<file path="src/rtl/sb_cfg_pkg.sv">
// Shared definitions for the switch-box configuration loader: config width,
// loader state encoding and the bit positions of the switch-box `c` bus.
package sb_cfg_pkg;

  localparam int unsigned CFG_W = 12;

  typedef enum logic [1:0] {
    IDLE   = 2'd0,
    LOAD   = 2'd1,
    COMMIT = 2'd2
  } cfg_state_e;

  // Connection-enable bit indices within one element's `c` bus.
  localparam int unsigned C_N0_E0 = 0;
  localparam int unsigned C_E1_S0 = 1;
  localparam int unsigned C_S0_W0 = 2;
  localparam int unsigned C_W0_N1 = 3;
  localparam int unsigned C_N1_E1 = 4;
  localparam int unsigned C_E0_S1 = 5;
  localparam int unsigned C_S1_W1 = 6;
  localparam int unsigned C_N0_S0 = 7;
  localparam int unsigned C_E0_W0 = 8;
  localparam int unsigned C_N1_S1 = 9;
  localparam int unsigned C_E1_W1 = 10;
  localparam int unsigned C_W1_N0 = 11;

endpackage

</file>
<file path="src/rtl/sb_config_loader_if.sv">
// Serial configuration port: start/abort control, bit-serial valid/ready
// data stream and loader status.
interface sb_config_loader_if;
  logic cfg_start;
  logic cfg_abort;
  logic cfg_bit;
  logic cfg_valid;
  logic cfg_ready;
  logic busy;
  logic cfg_done;

  modport master (
    output cfg_start, cfg_abort, cfg_bit, cfg_valid,
    input  cfg_ready, busy, cfg_done
  );

  modport slave (
    input  cfg_start, cfg_abort, cfg_bit, cfg_valid,
    output cfg_ready, busy, cfg_done
  );
endinterface

</file>
<file path="src/rtl/sb_cfg_shift_reg.sv">
// Shadow register: serial-in shift register, MSB-first, with synchronous clear.
module sb_cfg_shift_reg #(
  parameter int unsigned W = 48
) (
  input  logic         clk,
  input  logic         clr,
  input  logic         en,
  input  logic         din,
  output logic [W-1:0] q
);

  // Clear wins over shift; each enabled cycle pushes one bit in at the LSB.
  always_ff @(posedge clk) begin
    if (clr) begin
      q <= '0;
    end else if (en) begin
      q <= {q[W-2:0], din};
    end
  end

endmodule

</file>
<file path="src/rtl/sb_config_loader.sv">
// Serial configuration writer for a column of switch boxes. Bits are shifted
// into a shadow register and committed to c_out in a single edge, so the
// switch boxes never observe a partially loaded frame.
module sb_config_loader
  import sb_cfg_pkg::*;
#(
  parameter int unsigned NUM_ELEM = 4,
  parameter int unsigned CFG_W    = sb_cfg_pkg::CFG_W
) (
  input  logic                      clk,
  input  logic                      rst_n,
  sb_config_loader_if.slave         cfg,
  output logic [NUM_ELEM*CFG_W-1:0] c_out
);

  localparam int unsigned TOTAL = NUM_ELEM * CFG_W;
  localparam int unsigned CNT_W = $clog2(TOTAL + 1);

  cfg_state_e       state;
  logic [CNT_W-1:0] cnt;
  logic [TOTAL-1:0] shadow;
  logic             done_q;
  logic             beat;
  logic             shadow_clr;

  assign cfg.cfg_ready = (state == LOAD);
  assign cfg.busy      = (state != IDLE);
  assign cfg.cfg_done  = done_q;

  // Abort takes priority over a simultaneous beat, so it also blocks the shift.
  assign beat       = (state == LOAD) && cfg.cfg_valid && !cfg.cfg_abort;
  assign shadow_clr = !rst_n || ((state == IDLE) && cfg.cfg_start);

  sb_cfg_shift_reg #(
    .W (TOTAL)
  ) u_shadow (
    .clk (clk),
    .clr (shadow_clr),
    .en  (beat),
    .din (cfg.cfg_bit),
    .q   (shadow)
  );

  // Load sequencing, bit counting and the atomic commit of the shadow frame.
  always_ff @(posedge clk) begin
    if (!rst_n) begin
      state  <= IDLE;
      cnt    <= '0;
      c_out  <= '0;
      done_q <= 1'b0;
    end else begin
      done_q <= 1'b0;
      case (state)
        IDLE: begin
          if (cfg.cfg_start) begin
            state <= LOAD;
            cnt   <= '0;
          end
        end
        LOAD: begin
          if (cfg.cfg_abort) begin
            state <= IDLE;
          end else if (cfg.cfg_valid) begin
            cnt <= cnt + CNT_W'(1);
            if (cnt == CNT_W'(TOTAL - 1)) begin
              state <= COMMIT;
            end
          end
        end
        COMMIT: begin
          c_out  <= shadow;
          done_q <= 1'b1;
          state  <= IDLE;
        end
        default: begin
          state <= IDLE;
        end
      endcase
    end
  end

endmodule
</file>
<file path="src/flat_wrapper.sv">
// flat-port wrapper written by rule: the top's interface ports become plain ports
module sb_config_loader_flat import sb_cfg_pkg::*;
#(
  parameter int unsigned NUM_ELEM = 4,
  parameter int unsigned CFG_W    = sb_cfg_pkg::CFG_W
)
  (clk, rst_n, c_out, cfg_cfg_start, cfg_cfg_abort, cfg_cfg_bit, cfg_cfg_valid, cfg_cfg_ready, cfg_busy, cfg_cfg_done);
  sb_config_loader_if cfg_i ();
  input  logic clk;
  input  logic rst_n;
  output logic [NUM_ELEM*CFG_W-1:0] c_out;
  input wire logic [$bits(cfg_i.cfg_start)-1:0] cfg_cfg_start;
  input wire logic [$bits(cfg_i.cfg_abort)-1:0] cfg_cfg_abort;
  input wire logic [$bits(cfg_i.cfg_bit)-1:0] cfg_cfg_bit;
  input wire logic [$bits(cfg_i.cfg_valid)-1:0] cfg_cfg_valid;
  output wire logic [$bits(cfg_i.cfg_ready)-1:0] cfg_cfg_ready;
  output wire logic [$bits(cfg_i.busy)-1:0] cfg_busy;
  output wire logic [$bits(cfg_i.cfg_done)-1:0] cfg_cfg_done;
  assign cfg_i.cfg_start = cfg_cfg_start;
  assign cfg_i.cfg_abort = cfg_cfg_abort;
  assign cfg_i.cfg_bit = cfg_cfg_bit;
  assign cfg_i.cfg_valid = cfg_cfg_valid;
  assign cfg_cfg_ready = cfg_i.cfg_ready;
  assign cfg_busy = cfg_i.busy;
  assign cfg_cfg_done = cfg_i.cfg_done;
  sb_config_loader #(.NUM_ELEM(NUM_ELEM), .CFG_W(CFG_W)) u_core (.clk(clk), .rst_n(rst_n), .cfg(cfg_i), .c_out(c_out));
endmodule
</file>
<file path="config.mk">
export PLATFORM = sky130hd
export DESIGN_NAME = sb_config_loader_flat
export DESIGN_NICKNAME = d
export VERILOG_FILES = /design/src/rtl/sb_cfg_pkg.sv /design/src/rtl/sb_config_loader_if.sv /design/src/rtl/sb_cfg_shift_reg.sv /design/src/rtl/sb_config_loader.sv /design/src/flat_wrapper.sv
export SDC_FILE = /design/constraint.sdc
export NUM_CORES = 1
export LEC_CHECK = 0
export CORE_MARGIN = 2
export CORE_UTILIZATION = 50
export DETAILED_ROUTE_END_ITERATION = 16
export PLACE_DENSITY = 0.74
export SYNTH_ARGS = -nofsm -noshare
export SYNTH_HDL_FRONTEND = slang
export SYNTH_SLANG_ARGS = --single-unit
</file>
<file path="constraint.sdc">
create_clock -name clk -period 2.1 [get_ports clk]
set_input_delay 0.315 -clock clk [delete_from_list [all_inputs] [get_ports clk]]
set_output_delay 0.315 -clock clk [all_outputs]
set_load 0.005 [all_outputs]
</file>
* After elaboration in Yosys (flattened, before gate mapping)
Cells that the tools add are included.
** Storage, ports and cells
- Register bits :: 105
- Bits in latches :: 0
- Memory bits (writable) :: 0
- Bits in read-only memories :: 0
- Input port bits :: 6
- Logic and storage cells :: 35
- Memories :: 0
** Cells by class
- Add/subtract/negate cells :: 1
- Multipliers :: 0
- Divide/modulo/power cells :: 0
- Order comparisons :: 0
- Eq/ne operators :: 8
- Shift operators :: 0
- Multiplexer cells :: 10
- Bitwise logic cells :: 0
- Reduce and logical (&&, ||, !) cells :: 11
** Operators with widths (number)
- $mux 6 :: 3
- $pmux 6 s2 :: 1
- $mux 2 :: 4
- $add 6x1->6 const B :: 1
- $eq 6x6->1 const B :: 1
- $ne 2x2->1 const B :: 3
- $pmux 2 s2 :: 1
- $reduce_and 4->1 :: 1
- $reduce_bool 2->1 :: 2
- $logic_and 1x1->1 :: 3
- $ne 3x2->1 const B :: 1
- $ne 3x3->1 const B :: 1
- $reduce_and 3->1 :: 1
- $eq 2x1->1 const B :: 1
- $eq 2x2->1 const B :: 1
- $logic_not 1->1 :: 2
- $logic_not 2->1 :: 1
- $logic_or 1x1->1 :: 1
- $mux 1 :: 1

* Depth between registers and ports, before layout
Gate-level depths: netlist of the first run.
- Depth in word-level cells :: 5
- Mapped depth :: 5

* Modules after synthesis
Synthesis of the first run repeated with hierarchy kept, for this count alone.
** Unflattened totals
- Cells, all modules :: 417
- Area, all modules :: 3961.3 µm²
** Modules (own cells, without submodules)
- sb_config_loader :: times used 1, cells each 262, area an instance 2232.1 µm²
- sb_cfg_shift_reg :: times used 1, cells each 155, area an instance 1729.2 µm²

* Worst setup path after synthesis of the first run
No wires, ideal clock.
- Path kind :: register -> register
- Start point :: register u_core.state[1]
- End point :: register u_core.cnt[2]
- Data arrival time :: 1274 ps
- Required time :: 2028 ps
- Setup slack :: 754 ps
- Cell stages (with the launch flop) :: 5
- Buffers on the path :: 1
- Cells stage by stage :: dfxtp_1 -> or3b_4 -> buf_4 -> a21boi_0 -> mux2i_1
** On the way
- Cells in the longest elaborated chain, start to end :: 3
** RTL lines
- start, declared :: line sb_config_loader.sv:19 : cfg_state_e state;
- start signal, assigned :: line sb_config_loader.sv:47 : state <= IDLE;
- start signal, assigned :: line sb_config_loader.sv:56 : state <= LOAD;
- start signal, assigned :: line sb_config_loader.sv:62 : state <= IDLE;
- $eq 2x1->1 or $logic_not 2->1 (tied branches) :: line sb_config_loader.sv:53 : case (state)
- $ne 2x2->1 (no line) or $reduce_bool 2->1 (tied branches)
- $reduce_and 4->1 (no line)
- end signal, assigned :: line sb_config_loader.sv:64 : cnt <= cnt + CNT_W'(1);
- end, declared :: line sb_config_loader.sv:20 : logic [CNT_W-1:0] cnt;
Parallel ways exist; a longest one is shown, timed or not.
A chain may end at the register's enable or synchronous reset.

* Worst setup path in the final report of the first run
- Start point :: register u_core.state[1]
- End point :: output cfg_cfg_ready
** On the way
- Cells in the longest elaborated chain, start to end :: 1
** RTL lines
- $eq 2x1->1 :: line sb_config_loader.sv:26 : assign cfg.cfg_ready = (state == LOAD);
- end, declared :: line flat_wrapper.sv:16 : output wire logic [$bits(cfg_i.cfg_ready)-1:0] cfg_cfg_ready;
No other way between the ends.

==> out/results.ini, run 1 <==
[timing]
setup-violations-final = 0
worst_slew_pin_slew_ns = 0.6010
finalHoldViolations = 0
period_needed_ns = 1.921
skew_ns = 0.008917
relSlewSlack_pct = 59.93
setup_tns_ns = 0
fmax_mhz = 520.6
rsz0062_at_grt = false
period_share_pct = 91.48
finalMaxSlewViolations = 0

[worst_setup_path]
cp_data_required_time_ns = 1.78
cp_cell_sequence = nor2b_1 -> clkdlybuf4s50_1
end_kind = output pin
crit_arrival_ns = 1.61
crit_fanout = 8
critPathMaxStageDelay_ns = 0.58
crit_path_start_kind = flop
criticalPathCategory = flop to output pin
crit_slowest_cell = clkdlybuf4s50_1

[cells_and_area]
multi_input_area_sq_um = 1618
fin_nets = 518
syn_to_final_growth_pct = 24.48
fill_cells = 662
seqCellArea_sq_um = 2102
diodes = 0
finish.instance_area_sq_um = 4803
final_cells = 618
utilization_pct = 63.14
drive_above_1_share_pct = 6.202

[yosys]
synth_area_per_cell_sq_um = 8.245
synth.most_common_cell = nand2_1
synth_cell_types = 28
synth_edf_count = 0
async_flop_share_pct = 0
ys.flop_type = dfxtp_1
yosysWarnings = 0
syn_area_sq_um = 3859
yosysSeqAreaShare_pct = 54.47
synth_area_leader_cell = dfxtp_1
yosys_register_bits = 105
synthTopCellsByCount = nand2_1, dfxtp_1, a21oi_1, a21boi_0, clkbuf_1
synth_top_cell_area_share_pct = 54.47
synth_fp_nets = 475
netlist_instances = 468
yosys-top-cells-area = dfxtp_1, nand2_1, a21boi_0, a21oi_1, buf_2

[detailed_routing]
dr.pass1.iters = 4
drtAntennaViolNets = 0
wl_per_cell_um = 12.57
drt_iter0_drc = 202
routed_wl_um = 7768
vias = 3190
drt-vias-per-instance = 5.162
drc = 0

[grt]
overflow = 0
grt_pass1_vias = 2972
grt_usage_pct = 19.57
grt_max_degree = 50
antenna_found_initial = 0
grt_pass1_wl_um = 13430

[clocking]
ctsResizeCount = 0
htreeDepth = 3
cts_sinks = 105
cts_tree = yes
cts_buffer_depth = 2
root_buffer = clkbuf_8
cts_made_buffers = 9
clkTransAtPathRegs_ns = 0.09
cts_setup_buffers = 0
clk_latency_ns = 0.35
ctsHoldBuffers = 0

[min_path]
hold_path_class = flop to flop

[pwr]
irDropWorstVdd_mv = 0.4055
leakage_nw = 1.516
cellPowerDensity_nw_per_um2 = 754.0

[placement]
dp_hpwl_um = 4892
globalplace.congestion = 0.7252
io_buffers = 56
dpl_cell_area_sq_um = 4549
placed_cells = 602

[die]
die_height_um = 91.85
start_util_pct = 50.72
std_cell_rows = 32
dieArea_sq_um = 8436
core-area_sq_um = 7607
die_w_um = 91.85
ioPinCount = 57

[flow_run]
maxCapViolations = 0

[status]
outcome = finished, final reports clean

sequential cells by signal, summed over array words and instances, names as in the netlist:
signal and cells:
u_core.state 2, u_core.cfg.cfg_done 1, u_core.c_out 48, u_core.cnt 6
u_core.u_shadow.q 48
power by group:
part	leakage [nW]	total, W	internal [W]	switching, W
sequential	0.846	0.00199	0.00199	0.00000145
combinational	0.544	0.000124	0.0000507	0.0000734
clock	0.127	0.00151	0.000860	0.000645
placed cells by master, fill, tap and decap left out, drive strengths merged, types with 8 or more instances in the layout:
master,count
a21oi,51
a21boi,50
nand2,195
nand3,8
buf,10
clkdlybuf4s50,55
clkbuf,12
dfxtp,105
cells by family (layout without fill, tap and decap cells):
group | count (synthesis) | after routing | share of synthesized area [%]
mux | 3 | 3 | 0.7782
buf+inv | 34 | 82 | 4.053
flops | 105 | 105 | 54.47
compound gates | 106 | 106 | 17.32
fa+ha+maj | 1 | 1 | 0.3242
simple gates | 219 | 219 | 23.05
routing by layer:
metal  track usage (%)  up-vias  share of wire (%)
met1             26.42     1509                 47
met2             31.13       65                 47
met3             4.273       15                3.8
met4             6.841        0                1.7
met5                 0        -                  0
li1                  -     1601                  -
cell type report:
class,count,area share [%]
Clock buffer,12,3.230
Clock inverter,4,2.058
Tap cell,102,2.657
Timing Repair Buffer,65,14.54
Inverter,1,0.07815
Multi-Input combinational cell,329,33.68
Sequential cell,105,43.76
per-stage QoR:
stage / total power, W / hold WS, ns / worst slack, ns
after floorplan: 0.002115 / 0.4366 / 0.7542
after global placement: 0.002161 / 0.4481 / 0.2672
after detailed placement: 0.002162 / 0.4492 / 0.2649
after CTS: 0.003663 / 0.4640 / 0.1759
after global routing: 0.003761 / 0.4796 / 0.09270
final: 0.003622 / 0.4610 / 0.1790
worst paths after layout:
| check | start | endpoint | slack (ns) | cells past startpoint |
|---|---|---|---|---|
| setup / recovery | u_core.state[1] | cfg_cfg_ready | 0.18 | 2 |
| hold / removal | u_core.c_out[38] | u_core.c_out[38] | 0.46 | 2 |
| setup reg to reg | u_core.state[1] | u_core.c_out[25] | 0.52 | 4 |
| hold reg to reg | u_core.c_out[38] | u_core.c_out[38] | 0.46 | 2 |
worst max-delay path: cells and delay by family, from the launching register on:
kind	cells	cell delay [ns]
buffers and inverters	1	0.58
DFF	1	0.40
and+or+nand+nor	1	0.27
Power figures use the tool's default switching activity.
==> run 2, diff against run 1 <==
- PLACE_DENSITY: 0.74 -> unset
- PLACE_DENSITY_LB_ADDON: unset -> 0.05
- SYNTH_HIERARCHICAL: unset -> 1
==> out/results.ini, run 2 <==
[status]
outcome = finished, final reports clean  ; unchanged

[clocking]
cts_setup_buffers = 0  ; unchanged
clkTransAtPathRegs_ns = 0.09  ; about the same
root_buffer = clkbuf_8  ; unchanged
clk_latency_ns = 0.35  ; about the same
cts_sinks = 105  ; unchanged
cts_made_buffers = 9  ; unchanged
htreeDepth = 3  ; unchanged
cts_buffer_depth = 2  ; unchanged
ctsResizeCount = 0  ; unchanged
cts_tree = yes  ; unchanged
ctsHoldBuffers = 0  ; unchanged

[pwr]
cellPowerDensity_nw_per_um2 = 745.3  ; was 754.0 nW/um^2
clkPwrFrac_pct = 41.5  ; was 41.6%
irDropWorstVdd_mv = 0.3895  ; was 0.4055 mV
swShare_pct = 19.55  ; was 19.87%
p_int_w = 0.002907  ; was 0.002902 W
leakage_nw = 1.568  ; was 1.516 nW
p_comb_share_pct = 3.3  ; was 3.4%
switchingPower_w = 0.0007063  ; was 0.0007198 W
seqPwrFrac_pct = 55.2  ; was 55.0%

[yosys]
yosysWarnings = 6  ; was 0
synth_edf_count = 0  ; unchanged
yosys_register_bits = 105  ; unchanged
synthTopCellsByCount = dfxtp_1, nand2_1, nor2_1, mux2i_1, a21boi_0  ; was nand2_1, dfxtp_1, a21oi_1, a21boi_0, clkbuf_1
netlist_instances = 417  ; was 468
synth_area_leader_cell = dfxtp_1  ; unchanged
async_flop_share_pct = 0  ; unchanged
synth.most_common_cell = dfxtp_1  ; was nand2_1
syn_area_sq_um = 3961  ; was 3859 sq um
synth_fp_nets = 424  ; was 475
yosysSeqAreaShare_pct = 53.06  ; was 54.47%
synth_top_cell_area_share_pct = 53.06  ; was 54.47%
ys.flop_type = dfxtp_1  ; unchanged
synth_area_per_cell_sq_um = 9.500  ; was 8.245 sq um
synth_cell_types = 33  ; was 28
yosys-top-cells-area = dfxtp_1, mux2i_1, nand2_1, a21boi_0, nor2_1  ; was dfxtp_1, nand2_1, a21boi_0, a21oi_1, buf_2

[grt]
grt_pass1_wl_um = 12230  ; was 13430 um
grt_max_degree = 53  ; was 50
overflow = 0  ; unchanged
grt_usage_pct = 17.41  ; was 19.57%
antenna_found_initial = 0  ; unchanged
grt_pass1_vias = 2670  ; was 2972

[worst_setup_path]
r2r-end = u_core/cnt[5]  ; was u_core.c_out[25]
rrSetupSlack_ns = 0.43  ; was 0.52 ns
crit_fanout = 11  ; was 8
end_kind = output pin  ; unchanged
path_depth = 2  ; unchanged
r2r-start = u_core/state[1]  ; was u_core.state[1]
crit_buf_inv = 1  ; unchanged
crit_arrival_ns = 1.66  ; was 1.61 ns
crit_path_start_kind = flop  ; unchanged
cp_data_required_time_ns = 1.78  ; about the same
criticalPathCategory = flop to output pin  ; unchanged
critPathLaunch = u_core/state[1]  ; was u_core.state[1]
cp_cell_sequence = or2_2 -> clkdlybuf4s50_1  ; was nor2b_1 -> clkdlybuf4s50_1
cp_top_family = flip-flops  ; was buffers and inverters
critPathCapture = cfg_busy  ; was cfg_cfg_ready
critPathMaxStageDelay_ns = 0.64  ; was 0.58 ns
ff2ff_path_depth = 4  ; unchanged
crit_slowest_cell = dfxtp_1  ; was clkdlybuf4s50_1

[die]
start_util_pct = 51.53  ; was 50.72%
ioPinCount = 57  ; unchanged
std_cell_rows = 32  ; unchanged
die_height_um = 93.01  ; was 91.85 um
dieArea_sq_um = 8651  ; was 8436 sq um
core-area_sq_um = 7687  ; was 7607 sq um
die_w_um = 93.01  ; was 91.85 um

[flow_run]
maxCapViolations = 0  ; unchanged

[placement]
globalplace.congestion = 0.8316  ; was 0.7252
dp_hpwl_um = 4407  ; was 4892 um
io_buffers = 56  ; unchanged
placed_cells = 554  ; was 602

[cells_and_area]
mostFrequentLayoutCell = dfxtp_1  ; was nand2_1
diodes = 0  ; unchanged
drive_above_1_share_pct = 6.410  ; was 6.202%
final_cells = 570  ; was 618
mostFrequentLayoutCells = dfxtp_1, nand2_1, clkdlybuf4s50_1  ; was nand2_1, dfxtp_1, clkdlybuf4s50_1
largestRegisters = u_core/c_out x48, u_core/u_shadow/q x48, u_core/cnt x6  ; was u_core.c_out x48, u_core.u_shadow.q x48, u_core.cnt x6
fin_nets = 470  ; was 518
syn_to_final_growth_pct = 22.39  ; was 24.48%

[detailed_routing]
vias = 2844  ; was 3190
drtAntennaViolNets = 0  ; unchanged
routed_wl_um = 7195  ; was 7768 um
drc = 0  ; unchanged
drt-vias-per-instance = 4.989  ; was 5.162
drt_iter0_drc = 123  ; was 202
wl_per_cell_um = 12.62  ; was 12.57 um
dr.pass1.iters = 4  ; unchanged

[min_path]
hold_path_class = input pin to flop  ; was flop to flop
hold_start = rst_n  ; was u_core.c_out[38]
whs_path_depth = 3  ; was 2

[timing]
relSlewSlack_pct = 67.36  ; was 59.93%
finalMaxSlewViolations = 0  ; unchanged
period_needed_ns = 1.976  ; was 1.921 ns
whs_ns = 0.2404  ; was 0.4610 ns
period_share_pct = 94.09  ; was 91.48%
skew_ns = 0.01114  ; was 0.008917 ns
fmax_mhz = 506.1  ; was 520.6 MHz
finalHoldViolations = 0  ; unchanged
setup_tns_ns = 0  ; unchanged
rsz0062_at_grt = false  ; unchanged
worst_slew_pin_slew_ns = 0.4890  ; was 0.6010 ns
setup-violations-final = 0  ; unchanged

-- run 2: cell types whose count changed after synthesis, sizes merged, moves of 2 or more --
cell / before / now
o21ai: 1 / 4
clkbuf: 16 / 13
o211ai: 0 / 2
nand3: 8 / 2
a21oi: 51 / 3
mux2i: 3 / 48
nand2: 195 / 99
xor2: 0 / 3
buf: 17 / 15
nor2: 1 / 53
-- run 2: cells by family after synthesis --
| logic type | share of synthesized area (%) |
|---|---|
| and+or+nand+nor | 18.29 |
| buffers and inverters | 4.801 |
| muxes | 12.13 |
| DFF | 53.06 |
| adders and majority gates | 0.3158 |
| AOI/OAI and AO/OA | 10.74 |
| xor gates and xnor gates | 0.6634 |
-- run 2: area by class of cell --
type                       instances  area [sq um]
sequential                       105          2102
clock buffer                      12         155.1
timing repair buffer              63         670.6
multi-input combinational        283          1690
clock inverter                     4         98.84
tap                              102         127.6
inverter                           1         3.754
fill                             689          2839
-- run 2: per-layer routing --
| metal | wire length, um | vias to the layer above | track usage, % |
|---|---|---|---|
| li1 | - | 1457 | - |
| met1 | 3655 | 1330 | 23.74 |
| met2 | 3152 | 49 | 27.05 |
| met3 | 294 | 8 | 4.190 |
| met4 | 92 | 0 | 6.250 |
| met5 | 0 | - | 0 |
-- run 2: power by group through the flow --
| stage | Combinational [W] | Clock [W] | Sequential (W) |
|---|---|---|---|
| 2_1_floorplan | 0.0000889 | 0 | 0.00204 |
| 3_3_place_gp | 0.000121 | 0 | 0.00204 |
| 3_5_place_dp | 0.000121 | 0 | 0.00204 |
| 4_1_cts | 0.000121 | 0.00154 | 0.00200 |
| 5_1_grt | 0.000128 | 0.00161 | 0.00200 |
| 6_report | 0.000119 | 0.00150 | 0.00200 |
-- run 2: stage by stage --
step / power, W / setup WS [ns] / util (%) / cell area [sq um]
finish: 0.003613 / 0.1242 / 63.07 / 4848
global route: 0.003739 / 0.04061 / 63.07 / 4848
CTS: 0.003659 / 0.1021 / 63.07 / 4848
detailed placement: 0.002163 / 0.1434 / 59.77 / 4594
global placement: 0.002163 / 0.1939 / 59.77 / 4594
floorplan: 0.002128 / 0.5341 / - / 3961
-- run 2: worst min-delay path by stage --
stage / slack [ns] / to
floorplan: 0.44 / u_core/c_out[47]
global placement: 0.44 / u_core/c_out[44]
detailed placement: 0.45 / u_core/c_out[44]
CTS: 0.23 / u_core/state[0]
global route: 0.25 / u_core/state[0]
finish: 0.24 / u_core/state[0]
-- run 2: worst min-delay path: cells and delay by family --
family | cells | cell delay (ns)
AOI/OAI and AO/OA | 1 | 0.04
and+or+nand+nor | 1 | 0.07
buffers and inverters | 1 | 0.13
==> run 3, diff against run 2 <==
- CORE_ASPECT_RATIO: unset -> 0.75
- clock period: 2.1 -> 1.9 ns (I/O delays scaled with it)
==> out/results.ini, run 3 (synthesized netlist as in run 2, its figures left out) <==
[die]
die_w_um = 106.8  ; was 93.01 um
std_cell_rows = 28  ; was 32
dieArea_sq_um = 8658  ; was 8651 sq um
die_height_um = 81.09  ; was 93.01 um
start_util_pct = 50.93  ; was 51.53%
core-area_sq_um = 7777  ; was 7687 sq um
ioPinCount = 57  ; unchanged

[worst_setup_path]
critPathMaxStageDelay_ns = 0.44  ; was 0.64 ns
criticalPathCategory = flop to output pin  ; unchanged
crit_arrival_ns = 1.53  ; was 1.66 ns
cp_cell_sequence = or2_2 -> clkdlybuf4s50_1  ; unchanged
crit_buf_inv = 1  ; unchanged
crit_fanout = 11  ; unchanged
end_kind = output pin  ; unchanged
cp_top_family = buffers and inverters  ; was flip-flops
rrSetupSlack_ns = 0.32  ; was 0.43 ns
cp_data_required_time_ns = 1.62  ; was 1.78 ns
crit_path_start_kind = flop  ; unchanged
crit_slowest_cell = clkdlybuf4s50_1  ; was dfxtp_1

[detailed_routing]
wl_per_cell_um = 12.93  ; was 12.62 um
drt-vias-per-instance = 5.000  ; was 4.989
drt_iter0_drc = 85  ; was 123
drtAntennaViolNets = 0  ; unchanged
dr.pass1.iters = 4  ; unchanged
drc = 0  ; unchanged
vias = 2870  ; was 2844
routed_wl_um = 7424  ; was 7195 um

[placement]
dpl_cell_area_sq_um = 4581  ; was 4594 sq um
dp_hpwl_um = 4570  ; was 4407 um
io_buffers = 56  ; unchanged
pre_cts_ws_ns = 0.005006  ; was 0.1434 ns
globalplace.congestion = 0.7769  ; was 0.8316

[pwr]
leakage_nw = 1.550  ; was 1.568 nW
irDropWorstVdd_mv = 0.4259  ; was 0.3895 mV
cellPowerDensity_nw_per_um2 = 805.3  ; was 745.3 nW/um^2
p_total_w = 0.003876  ; was 0.003613 W

[clocking]
root_buffer = clkbuf_8  ; unchanged
cts_sinks = 105  ; unchanged
cts_made_buffers = 9  ; unchanged
htreeDepth = 3  ; unchanged
cts_tree = yes  ; unchanged
clkTransAtPathRegs_ns = 0.10  ; was 0.09 ns
clk_latency_ns = 0.36  ; was 0.35 ns
ctsHoldBuffers = 0  ; unchanged
cts_setup_buffers = 0  ; unchanged
cts_buffer_depth = 2  ; unchanged

[min_path]
hold_path_class = input pin to flop  ; unchanged

[cells_and_area]
diodes = 0  ; unchanged
syn_to_final_growth_pct = 21.51  ; was 22.39%
drive_above_1_share_pct = 7.463  ; was 6.410%
fill_cells = 730  ; was 689
fin_nets = 471  ; was 470
mostFrequentLayoutCells = dfxtp_1, nand2_1, clkdlybuf4s50_1  ; unchanged
largestRegisters = u_core/c_out x48, u_core/u_shadow/q x48, u_core/cnt x6  ; unchanged
mostFrequentLayoutCell = dfxtp_1  ; unchanged
finish.instance_area_sq_um = 4813  ; was 4848 sq um

[grt]
grt_pass1_wl_um = 12540  ; was 12230 um
antenna_found_initial = 0  ; unchanged
grt_max_degree = 53  ; unchanged
grt_pass1_vias = 2682  ; was 2670
overflow = 0  ; unchanged
grt_usage_pct = 18.27  ; was 17.41%

[timing]
worst_slew_pin_slew_ns = 0.3908  ; was 0.4890 ns
setup_tns_ns = 0  ; unchanged
period_needed_ns = 1.810
layout_setup_ws_ns = 0.08963  ; was 0.1242 ns
skew_ns = 0.01052  ; was 0.01114 ns
fmax_mhz = 552.4
finalHoldViolations = 0  ; unchanged
setup-violations-final = 0  ; unchanged
period_share_pct = 95.28
finalMaxSlewViolations = 0  ; unchanged
rsz0062_at_grt = false  ; unchanged
relSlewSlack_pct = 73.94  ; was 67.36%

[status]
outcome = finished, final reports clean  ; unchanged

[flow_run]
maxCapViolations = 0  ; unchanged

run 3: cell types whose count changed in the layout (fill, tap and decap cells not counted), sizes merged:
cell | previous run | this run
clkinvlp | 0 | 1
inv | 1 | 2
clkinv | 1 | 2
clkbuf | 12 | 10
buf | 8 | 9
bufinv | 3 | 2
run 3: cell type report:
| type | instances | area [sq um] | area share [%] |
|---|---|---|---|
| timing repair buffer | 64 | 653.1 | 13.57 |
| clock buffer | 10 | 137.6 | 2.859 |
| clock inverter | 6 | 90.09 | 1.872 |
| inverter | 1 | 3.754 | 0.07798 |
| sequential | 105 | 2105 | 43.72 |
| tap | 105 | 131.4 | 2.729 |
| multi-input combinational | 283 | 1693 | 35.17 |
run 3: stage by stage:
| step | utilization (%) | hold WS [ns] | instances |
|---|---|---|---|
| finish | 61.89 | 0.3524 | 574 |
| global route | 61.89 | 0.3536 | 574 |
| CTS | 61.87 | 0.3461 | 574 |
| detailed placement | 58.90 | 0.4464 | 558 |
| global placement | 58.90 | 0.4419 | 558 |
| floorplan | - | 0.4143 | 417 |
run 3: timing repair:
| item | in CTS | in global routing |
|---|---|---|
| cloned | 0 | 0 |
| endpoints found under the setup margin | 2 | 1 |
| pin swaps | 0 | 0 |
| gates resized for setup | 2 | 1 |
run 3: worst min-delay path, stage by stage:
cell and delay (ns):
buf_2 0.23, nand2b_1 0.13, a21oi_1 0.04
run 3: worst paths after layout:
check | startpoint | to | cells after the start
max | u_core/state[1] | cfg_busy | 2
min | rst_n | u_core/state[0] | 3
max reg2reg | u_core/state[1] | u_core/u_shadow/q[33] | 4
min reg2reg | u_core/c_out[45] | u_core/c_out[45] | 2
run 3: power breakdown:
group	switching, W	internal, W	total (W)	leakage (nW)
Sequential	0.00000329	0.00220	0.00220	0.846
Combinational	0.0000733	0.0000604	0.000134	0.591
Clock	0.000755	0.000783	0.00154	0.113
Total	0.000831	0.00305	0.00388	1.55
run 3: layer usage:
metal	routed length (um)	vias to the layer above	global-route usage [%]
met5	0	-	0
met4	74	0	5.455
met3	323	7	5.778
met2	3241	45	29.55
met1	3785	1363	23.68
li1	-	1455	-
